File: src/rtl/spi_tx_arbiter_pkg.sv
// +----------------------------------------------------------------------------+
// | spi_tx_arbiter_pkg                                                         |
// | State encodings and width helper shared by the SPI TX arbiter slice.       |
// | Revision: 1.0                                                              |
// +----------------------------------------------------------------------------+
`default_nettype none

package spi_tx_arbiter_pkg;

  typedef enum logic [1:0] {
    ST_IDLE  = 2'd0,
    ST_START = 2'd1,
    ST_WAIT  = 2'd2,
    ST_GAP   = 2'd3
  } arb_state_t;

  // Bits needed to hold values 0..max_val, never less than one.
  function automatic int width_of(input int max_val);
    return (max_val < 1) ? 1 : $clog2(max_val + 1);
  endfunction

endpackage

`default_nettype wire

File: src/rtl/spi_rr_picker.sv
// +----------------------------------------------------------------------------+
// | spi_rr_picker                                                              |
// | Combinational round-robin select: first request above the pointer, wraps.  |
// | Revision: 1.0                                                              |
// +----------------------------------------------------------------------------+
`default_nettype none

module spi_rr_picker
  import spi_tx_arbiter_pkg::*;
#(
  parameter int NUM_REQ = 4,
  parameter int PTR_W   = width_of(NUM_REQ - 1)
) (
  input  logic [NUM_REQ-1:0] i_req,
  input  logic [PTR_W-1:0]   i_ptr,
  output logic [NUM_REQ-1:0] o_onehot,
  output logic [PTR_W-1:0]   o_idx,
  output logic               o_any
);

  int w_pos;

  always_comb begin
    o_onehot = '0;
    o_idx    = '0;
    o_any    = 1'b0;
    w_pos    = 0;
    // Offset k=NUM_REQ revisits the pointer itself, so it has lowest priority.
    for (int k = 1; k <= NUM_REQ; k++) begin
      w_pos = (int'(i_ptr) + k) % NUM_REQ;
      if (!o_any && i_req[PTR_W'(w_pos)]) begin
        o_any                     = 1'b1;
        o_idx                     = PTR_W'(w_pos);
        o_onehot[PTR_W'(w_pos)]   = 1'b1;
      end
    end
  end

endmodule

`default_nettype wire

File: src/rtl/spi_tx_arbiter.sv
// +----------------------------------------------------------------------------+
// | spi_tx_arbiter                                                             |
// | Round-robin sequencer sharing one SPI master TX engine between NUM_REQ     |
// | requesters. Optional watchdog on the TX done wait: SPI_ARB_TIMEOUT_EN.     |
// | Revision: 1.0                                                              |
// +----------------------------------------------------------------------------+
`default_nettype none

module spi_tx_arbiter
  import spi_tx_arbiter_pkg::*;
#(
  parameter int NUM_REQ        = 4,
  parameter int DATA_W         = 8,
  parameter int GAP_CYCLES     = 50,
  parameter int TIMEOUT_CYCLES = 65535
) (
  input  logic                      In_clk,
  input  logic                      In_rst_n,
  input  logic [NUM_REQ-1:0]        In_req,
  input  logic [NUM_REQ*DATA_W-1:0] In_data,
  output logic [NUM_REQ-1:0]        Out_grant,
  output logic [NUM_REQ-1:0]        Out_done,
  output logic                      Out_timeout,
  output logic                      Out_tx_start,
  output logic [DATA_W-1:0]         Out_tx_data,
  input  logic                      In_tx_busy,
  input  logic                      In_tx_done,
  output logic                      Out_busy
);

  localparam int c_PTR_W    = width_of(NUM_REQ - 1);
  localparam int c_CNT_W    = width_of((GAP_CYCLES > TIMEOUT_CYCLES) ? GAP_CYCLES : TIMEOUT_CYCLES);
  localparam int c_GAP_LAST = (GAP_CYCLES > 0) ? GAP_CYCLES - 1 : 0;
  localparam arb_state_t c_AFTER_FRAME = (GAP_CYCLES > 0) ? ST_GAP : ST_IDLE;

  arb_state_t           r_state, w_state_nxt;
  logic [c_PTR_W-1:0]   r_ptr, w_ptr_nxt;
  logic [c_PTR_W-1:0]   r_owner, w_owner_nxt;
  logic [c_CNT_W-1:0]   r_cnt, w_cnt_nxt;
  logic [NUM_REQ-1:0]   r_grant, w_grant_nxt;
  logic [NUM_REQ-1:0]   r_done, w_done_nxt;
  logic                 r_tx_start, w_tx_start_nxt;
  logic [DATA_W-1:0]    r_tx_data, w_tx_data_nxt;
  logic                 r_busy;

  logic [NUM_REQ-1:0]   w_pick_onehot;
  logic [c_PTR_W-1:0]   w_pick_idx;
  logic                 w_pick_any;
  logic [NUM_REQ-1:0]   w_owner_onehot;
  logic                 w_unused_tx_busy;

  // TX busy is informational; sequencing relies solely on the done pulse.
  assign w_unused_tx_busy = In_tx_busy;
  assign w_owner_onehot   = {{(NUM_REQ-1){1'b0}}, 1'b1} << r_owner;

`ifdef SPI_ARB_TIMEOUT_EN
  localparam int c_TO_LAST = (TIMEOUT_CYCLES > 0) ? TIMEOUT_CYCLES - 1 : 0;
  logic r_timeout, w_timeout_nxt;
  assign Out_timeout = r_timeout;
`else
  assign Out_timeout = 1'b0;
`endif

  spi_rr_picker #(
    .NUM_REQ (NUM_REQ),
    .PTR_W   (c_PTR_W)
  ) u_picker (
    .i_req    (In_req),
    .i_ptr    (r_ptr),
    .o_onehot (w_pick_onehot),
    .o_idx    (w_pick_idx),
    .o_any    (w_pick_any)
  );

  always_comb begin
    w_state_nxt    = r_state;
    w_ptr_nxt      = r_ptr;
    w_owner_nxt    = r_owner;
    w_cnt_nxt      = r_cnt;
    w_grant_nxt    = '0;
    w_done_nxt     = '0;
    w_tx_start_nxt = 1'b0;
    w_tx_data_nxt  = r_tx_data;
`ifdef SPI_ARB_TIMEOUT_EN
    w_timeout_nxt  = 1'b0;
`endif
    case (r_state)
      ST_IDLE: begin
        if (w_pick_any) begin
          w_grant_nxt   = w_pick_onehot;
          w_ptr_nxt     = w_pick_idx;
          w_owner_nxt   = w_pick_idx;
          w_tx_data_nxt = In_data[w_pick_idx*DATA_W +: DATA_W];
          w_state_nxt   = ST_START;
        end
      end
      ST_START: begin
        w_tx_start_nxt = 1'b1;
        w_cnt_nxt      = '0;
        w_state_nxt    = ST_WAIT;
      end
      ST_WAIT: begin
        if (In_tx_done) begin
          w_done_nxt  = w_owner_onehot;
          w_cnt_nxt   = '0;
          w_state_nxt = c_AFTER_FRAME;
        end
`ifdef SPI_ARB_TIMEOUT_EN
        else if (r_cnt == c_CNT_W'(c_TO_LAST)) begin
          w_timeout_nxt = 1'b1;
          w_done_nxt    = w_owner_onehot;
          w_cnt_nxt     = '0;
          w_state_nxt   = c_AFTER_FRAME;
        end else begin
          w_cnt_nxt = r_cnt + 1'b1;
        end
`endif
      end
      ST_GAP: begin
        if (r_cnt == c_CNT_W'(c_GAP_LAST)) begin
          w_state_nxt = ST_IDLE;
        end else begin
          w_cnt_nxt = r_cnt + 1'b1;
        end
      end
      default: w_state_nxt = ST_IDLE;
    endcase
  end

  always_ff @(posedge In_clk) begin
    if (!In_rst_n) begin
      r_state    <= ST_IDLE;
      r_ptr      <= c_PTR_W'(NUM_REQ - 1);
      r_owner    <= '0;
      r_cnt      <= '0;
      r_grant    <= '0;
      r_done     <= '0;
      r_tx_start <= 1'b0;
      r_tx_data  <= '0;
      r_busy     <= 1'b0;
`ifdef SPI_ARB_TIMEOUT_EN
      r_timeout  <= 1'b0;
`endif
    end else begin
      r_state    <= w_state_nxt;
      r_ptr      <= w_ptr_nxt;
      r_owner    <= w_owner_nxt;
      r_cnt      <= w_cnt_nxt;
      r_grant    <= w_grant_nxt;
      r_done     <= w_done_nxt;
      r_tx_start <= w_tx_start_nxt;
      r_tx_data  <= w_tx_data_nxt;
      r_busy     <= (w_state_nxt != ST_IDLE);
`ifdef SPI_ARB_TIMEOUT_EN
      r_timeout  <= w_timeout_nxt;
`endif
    end
  end

  assign Out_grant    = r_grant;
  assign Out_done     = r_done;
  assign Out_tx_start = r_tx_start;
  assign Out_tx_data  = r_tx_data;
  assign Out_busy     = r_busy;

endmodule

`default_nettype wire

File: config.mk
export PLATFORM = sky130hd
export DESIGN_NAME = spi_tx_arbiter
export DESIGN_NICKNAME = d
export VERILOG_FILES = /design/src/rtl/spi_tx_arbiter_pkg.sv /design/src/rtl/spi_rr_picker.sv /design/src/rtl/spi_tx_arbiter.sv
export SDC_FILE = /design/constraint.sdc
export NUM_CORES = 1
export LEC_CHECK = 0
export CORE_MARGIN = 4
export CORE_UTILIZATION = 40
export CTS_BUF_LIST = sky130_fd_sc_hd__clkbuf_4 sky130_fd_sc_hd__clkbuf_8
export CTS_CLUSTER_DIAMETER = 80
export DETAILED_ROUTE_END_ITERATION = 7
export PLACE_DENSITY = 0.68
export SLEW_MARGIN = 10
export SYNTH_ARGS = -nofsm -noshare
export SYNTH_HDL_FRONTEND = slang
export SYNTH_SLANG_ARGS = --single-unit
File: constraint.sdc
create_clock -name In_clk -period 2.7 [get_ports In_clk]
set_input_delay 0.675 -clock In_clk [delete_from_list [all_inputs] [get_ports In_clk]]
set_output_delay 0.675 -clock In_clk [all_outputs]
set_load 0.02 [all_outputs]
==> parameters.txt, run 1 <==
Parameter                              Value

Placed design
  # placed instances    around 440
  Global placer's final weighted congestion    between 0.9 and 1
  DP HPWL    ~4.7 mm
  Count of buffers inserted at the top-level ports    56

Timing
  Transition at the pin with the smallest max-transition slack    0.5017 ns
  Max-slew headroom    0.6645
  Min cycle time layout    approximately 2.6 ns
  RSZ-0062 raised after global routing    false
  Final worst path period share    0.9459
  Max Transition Viols Final    0
  Final hold violations    0
  Worst clock skew    0.008972 ns
  Setup-violating endpoint count in the final report    0
  Max frequency    391.6 MHz
  Worst hold margin    around 0.48 ns

GRT
  Vias in the first global route    approximately 2400
  Largest net degree at the start of global routing    25
  Initial antenna violation count    0
  Total Routing Usage GR    0.1704
  Remaining Overflow, GRT    0
  Global-route wire length before repair    around 11 mm

Final layout
  Share of layout cells above drive strength 1    0.1734
  N_diodes    0
  Number of nets in the layout    418
  Non-filler instance count after layout    ~450
  Area used by multi-input combinational logic    ~0.0018 sq mm
  Area of all sequential standard cells    between 800 and 900 sq um
  Area delta synth->final    33.94%
  Filler Cells Inserted    ~590

Setup path
  Crit path largest cell delay    approximately 0.54 ns
  Kind of critical path    in -> reg
  Slowest stage cell on the critical path    sky130_fd_sc_hd__mux4_2
  Maximum fanout count along the critical path    14
  Worst EP arrival    around 2.8 ns
  Dominant delay contributor by cell family on the critical path    multiplexers
  Startpoint Class    primary input
  Buffering stage count on the worst path with inverters included    2
  Worst reg2reg path startpoint    r_ptr[1]
  Sort of element at the end of the critical path    flop
  Register-to-register setup slack    roughly 0.22 ns
  Critical R2R Capture    Out_tx_data[5]
  Most used cell along the critical path    sky130_fd_sc_hd__mux2i_1
  R2R cell count    10
  CP Data Required Time    just under 3 ns
  Crit path cell chain    clkdlybuf4s50_1 > mux4_2 > or2b_1 > nand2_2 > buf_12 > mux2i_1 > mux2i_1 > a31o_2

Pwr
  Pwr dens    approximately 860 mW/mm^2
  Worst IR Drop VDD    between 300 and 400 uV
  Leakage power summed over all cells    between 1 and 1.5 nW

Yosys
  Syn_nets    around 350
  Number of storage elements in the synthesis netlist    40
  Post-Syn Instances    approximately 300
  Count of different cell masters after synthesis    58
  Area fraction of the dominant cell type after synthesis    0.3000
  Share of flip-flops with an asynchronous set or reset after synthesis    0
  Netlist Area Pre-Place    0.002669 sq mm
  Main flop type after synthesis    sky130_fd_sc_hd__dfxtp_1
  Dominant cells by area after synthesis    sky130_fd_sc_hd__dfxtp_1, sky130_fd_sc_hd__mux2i_1, sky130_fd_sc_hd__nor2_1
  Post-synth EDFFs    0
  Area leader, netlist    sky130_fd_sc_hd__dfxtp_1
  Register area share after synthesis    0.3000
  Total of warnings raised by yosys    0
  Mean area per synthesized cell    approximately 9 sq um

Die
  Core outline area    0.006422 sq mm
  FP Rows    29
  I/O pin count    ~60
  Initial core utilization    0.4155
  Height of the die    between 80 and 90 um
  Die Span X    between 80 and 90 um
  Die area    0.008043 sq mm

Clocking
  Post-CTS Hold Fix Bufs    0
  Number of buffers between clock root and the deepest sink    2
  Clock latency on the worst-skew pair    about 0.30 ns
  Number of buffers inserted during clock tree synthesis    5
  CTS sink cnt    40
  Root Buffer Master    sky130_fd_sc_hd__clkbuf_8
  PostCTS Resize Cnt    0
  Number of H-tree levels    2
  TritonCTS clock tree    built
  Post-CTS repair timing setup buffer count    0
  Clock slew at reported path FFs    about 0.08 ns

Drt
  Number of detailed-routing iterations run before antenna repair    4
  Count of antenna-violating nets left after detailed routing    0
  Ratio of routed vias to standard cells    5.392
  Wire per inst    roughly 14 um
  Total vias in the final route    about 2400
  Drt initial violations    89
  Total Routed Length    6.323 mm
  DR DRC count    0

Hold path
  Start point of the worst hold path    r_owner[1]
  Type of the tightest min-delay check    reg -> reg
  Destination of the worst hold path    Out_done[1]
  Number of instances on the worst hold path    1

Outcome
  Run status    finished, final reports clean

Run
  # Max-Cap Violations    0
[kinds of logic after synthesis]
family                   Yosys count  share of synthesized area
AO/OA/AOI/OAI                     49                     0.1617
XOR/XNOR                          16                    0.05251
adder cells (fa/ha/maj)           10                    0.04688
buffers and inverters             25                    0.04876
flip-flops                        40                     0.3000
multiplexers                      39                     0.1664
other                              1                   0.001405
AND/OR/NAND/NOR                  117                     0.2222
[worst reg2reg max path: cells and delay by family (launching register included)]
kind | cells | cell delay, ns
adders and majority gates | 1 | 0.32
AOI/OAI and AO/OA | 4 | 0.64
and+or+nand+nor | 1 | 0.21
DFF | 1 | 0.33
muxes | 1 | 0.39
buffers and inverters | 3 | 0.50
[worst max-delay path by stage]
stage | start | to | slack (ns) | cells past startpoint
final | In_req[3] | Out_tx_data[6] | 0.15 | 8
after global routing | r_ptr[1] | Out_tx_data[5] | 0.03 | 10
after CTS | In_req[3] | Out_tx_data[6] | 0.14 | 8
after detailed placement | In_req[3] | Out_tx_data[5] | -0.17 | 8
after global placement | In_req[2] | Out_tx_data[6] | -0.13 | 8
after floorplan | r_ptr[0] | Out_tx_data[4] | -0.06 | 10
[placed cells by master (no fill, tap or decap), types with 5 or more instances in the layout]
cell and instances:
sky130_fd_sc_hd__a31o_2 6, sky130_fd_sc_hd__buf_4 23, sky130_fd_sc_hd__dfxtp_1 39, sky130_fd_sc_hd__clkbuf_8 6, sky130_fd_sc_hd__nand4_1 6, sky130_fd_sc_hd__inv_1 6, sky130_fd_sc_hd__ha_1 9, sky130_fd_sc_hd__nor3_1 6
sky130_fd_sc_hd__xor2_1 11, sky130_fd_sc_hd__o32ai_1 7, sky130_fd_sc_hd__xnor2_1 5, sky130_fd_sc_hd__clkdlybuf4s50_1 56, sky130_fd_sc_hd__nand2_1 23, sky130_fd_sc_hd__mux2i_1 32, sky130_fd_sc_hd__and2_1 7, sky130_fd_sc_hd__nor2b_1 5
sky130_fd_sc_hd__nand3_1 7, sky130_fd_sc_hd__nor2_1 37, sky130_fd_sc_hd__a22oi_1 5
[metrics by stage]
step	total power (W)	TNS [ns]	setup slack, ns	cell area (sq um)	util
floorplan	0.002052	-0.3398	-0.05524	2695	-
global placement	0.002653	-1.033	-0.1309	3475	0.5410
detailed placement	0.002678	-1.456	-0.1721	3475	0.5410
CTS	0.003107	0	0.1436	3572	0.5562
global route	0.003312	0	0.02772	3575	0.5566
finish	0.003081	0	0.1461	3575	0.5566
[flip-flops by register name (all words and copies together) (netlist names)]
register      count
Out_busy          1
Out_done          4
Out_grant         4
Out_tx_data       8
Out_tx_start      1
r_cnt            16
r_owner           2
r_ptr             2
r_state           2
[power by group]
part	switching [W]	leakage, nW	internal, W	total, W
combinational	0.000944	1.06	0.000954	0.00190
clock	0.000204	0.0479	0.000218	0.000421
sequential	0.0000680	0.326	0.000695	0.000763
total	0.00122	1.44	0.00187	0.00308
[cell usage after synthesis (3+ instances only)]
master / instances
sky130_fd_sc_hd__a22oi_1: 5
sky130_fd_sc_hd__ha_1: 10
sky130_fd_sc_hd__nand4_1: 6
sky130_fd_sc_hd__nor2b_1: 5
sky130_fd_sc_hd__o32ai_1: 7
sky130_fd_sc_hd__and2_1: 7
sky130_fd_sc_hd__inv_1: 7
sky130_fd_sc_hd__and3_1: 4
sky130_fd_sc_hd__nand3_1: 7
sky130_fd_sc_hd__nor4_1: 4
sky130_fd_sc_hd__a221oi_1: 4
sky130_fd_sc_hd__xor2_1: 11
sky130_fd_sc_hd__o21ai_0: 3
sky130_fd_sc_hd__a31o_2: 6
sky130_fd_sc_hd__buf_4: 4
sky130_fd_sc_hd__clkbuf_1: 7
sky130_fd_sc_hd__buf_2: 5
sky130_fd_sc_hd__nor3_1: 6
sky130_fd_sc_hd__mux2i_1: 32
sky130_fd_sc_hd__dfxtp_1: 40
sky130_fd_sc_hd__xnor2_1: 5
sky130_fd_sc_hd__or2_2: 4
sky130_fd_sc_hd__nor2_1: 37
sky130_fd_sc_hd__nand2_1: 24
sky130_fd_sc_hd__mux2_2: 3
sky130_fd_sc_hd__mux4_2: 4
[final cells by class]
| type | instances | area share |
|---|---|---|
| clock buffers | 7 | 0.02520 |
| flip-flops and latches | 40 | 0.2251 |
| well taps | 77 | 0.02695 |
| multi-input cells | 232 | 0.4904 |
| inverters | 7 | 0.008400 |
| clock inverters | 1 | 0.002100 |
| repair buffers | 82 | 0.2219 |
[routing by layer]
| layer | track usage | up-vias | share of wire |
|---|---|---|---|
| li1 | - | 1221 | - |
| met1 | 0.2123 | 1111 | 0.47 |
| met2 | 0.2799 | 58 | 0.46 |
| met3 | 0.04927 | 15 | 0.053 |
| met4 | 0.06089 | 0 | 0.019 |
| met5 | 0 | - | 0 |
Power figures use the tool's default switching activity.
==> run 2: changes to the inputs <==
--- a/config.mk
+++ b/config.mk
@@ -11,7 +11,6 @@
 export CTS_CLUSTER_DIAMETER = 80
 export DETAILED_ROUTE_END_ITERATION = 7
 export PLACE_DENSITY = 0.68
-export SLEW_MARGIN = 10
 export SYNTH_ARGS = -nofsm -noshare
 export SYNTH_HDL_FRONTEND = slang
 export SYNTH_SLANG_ARGS = --single-unit
==> results of run 2 <==
Final layout, timing and power as in run 1 (identical DEF).
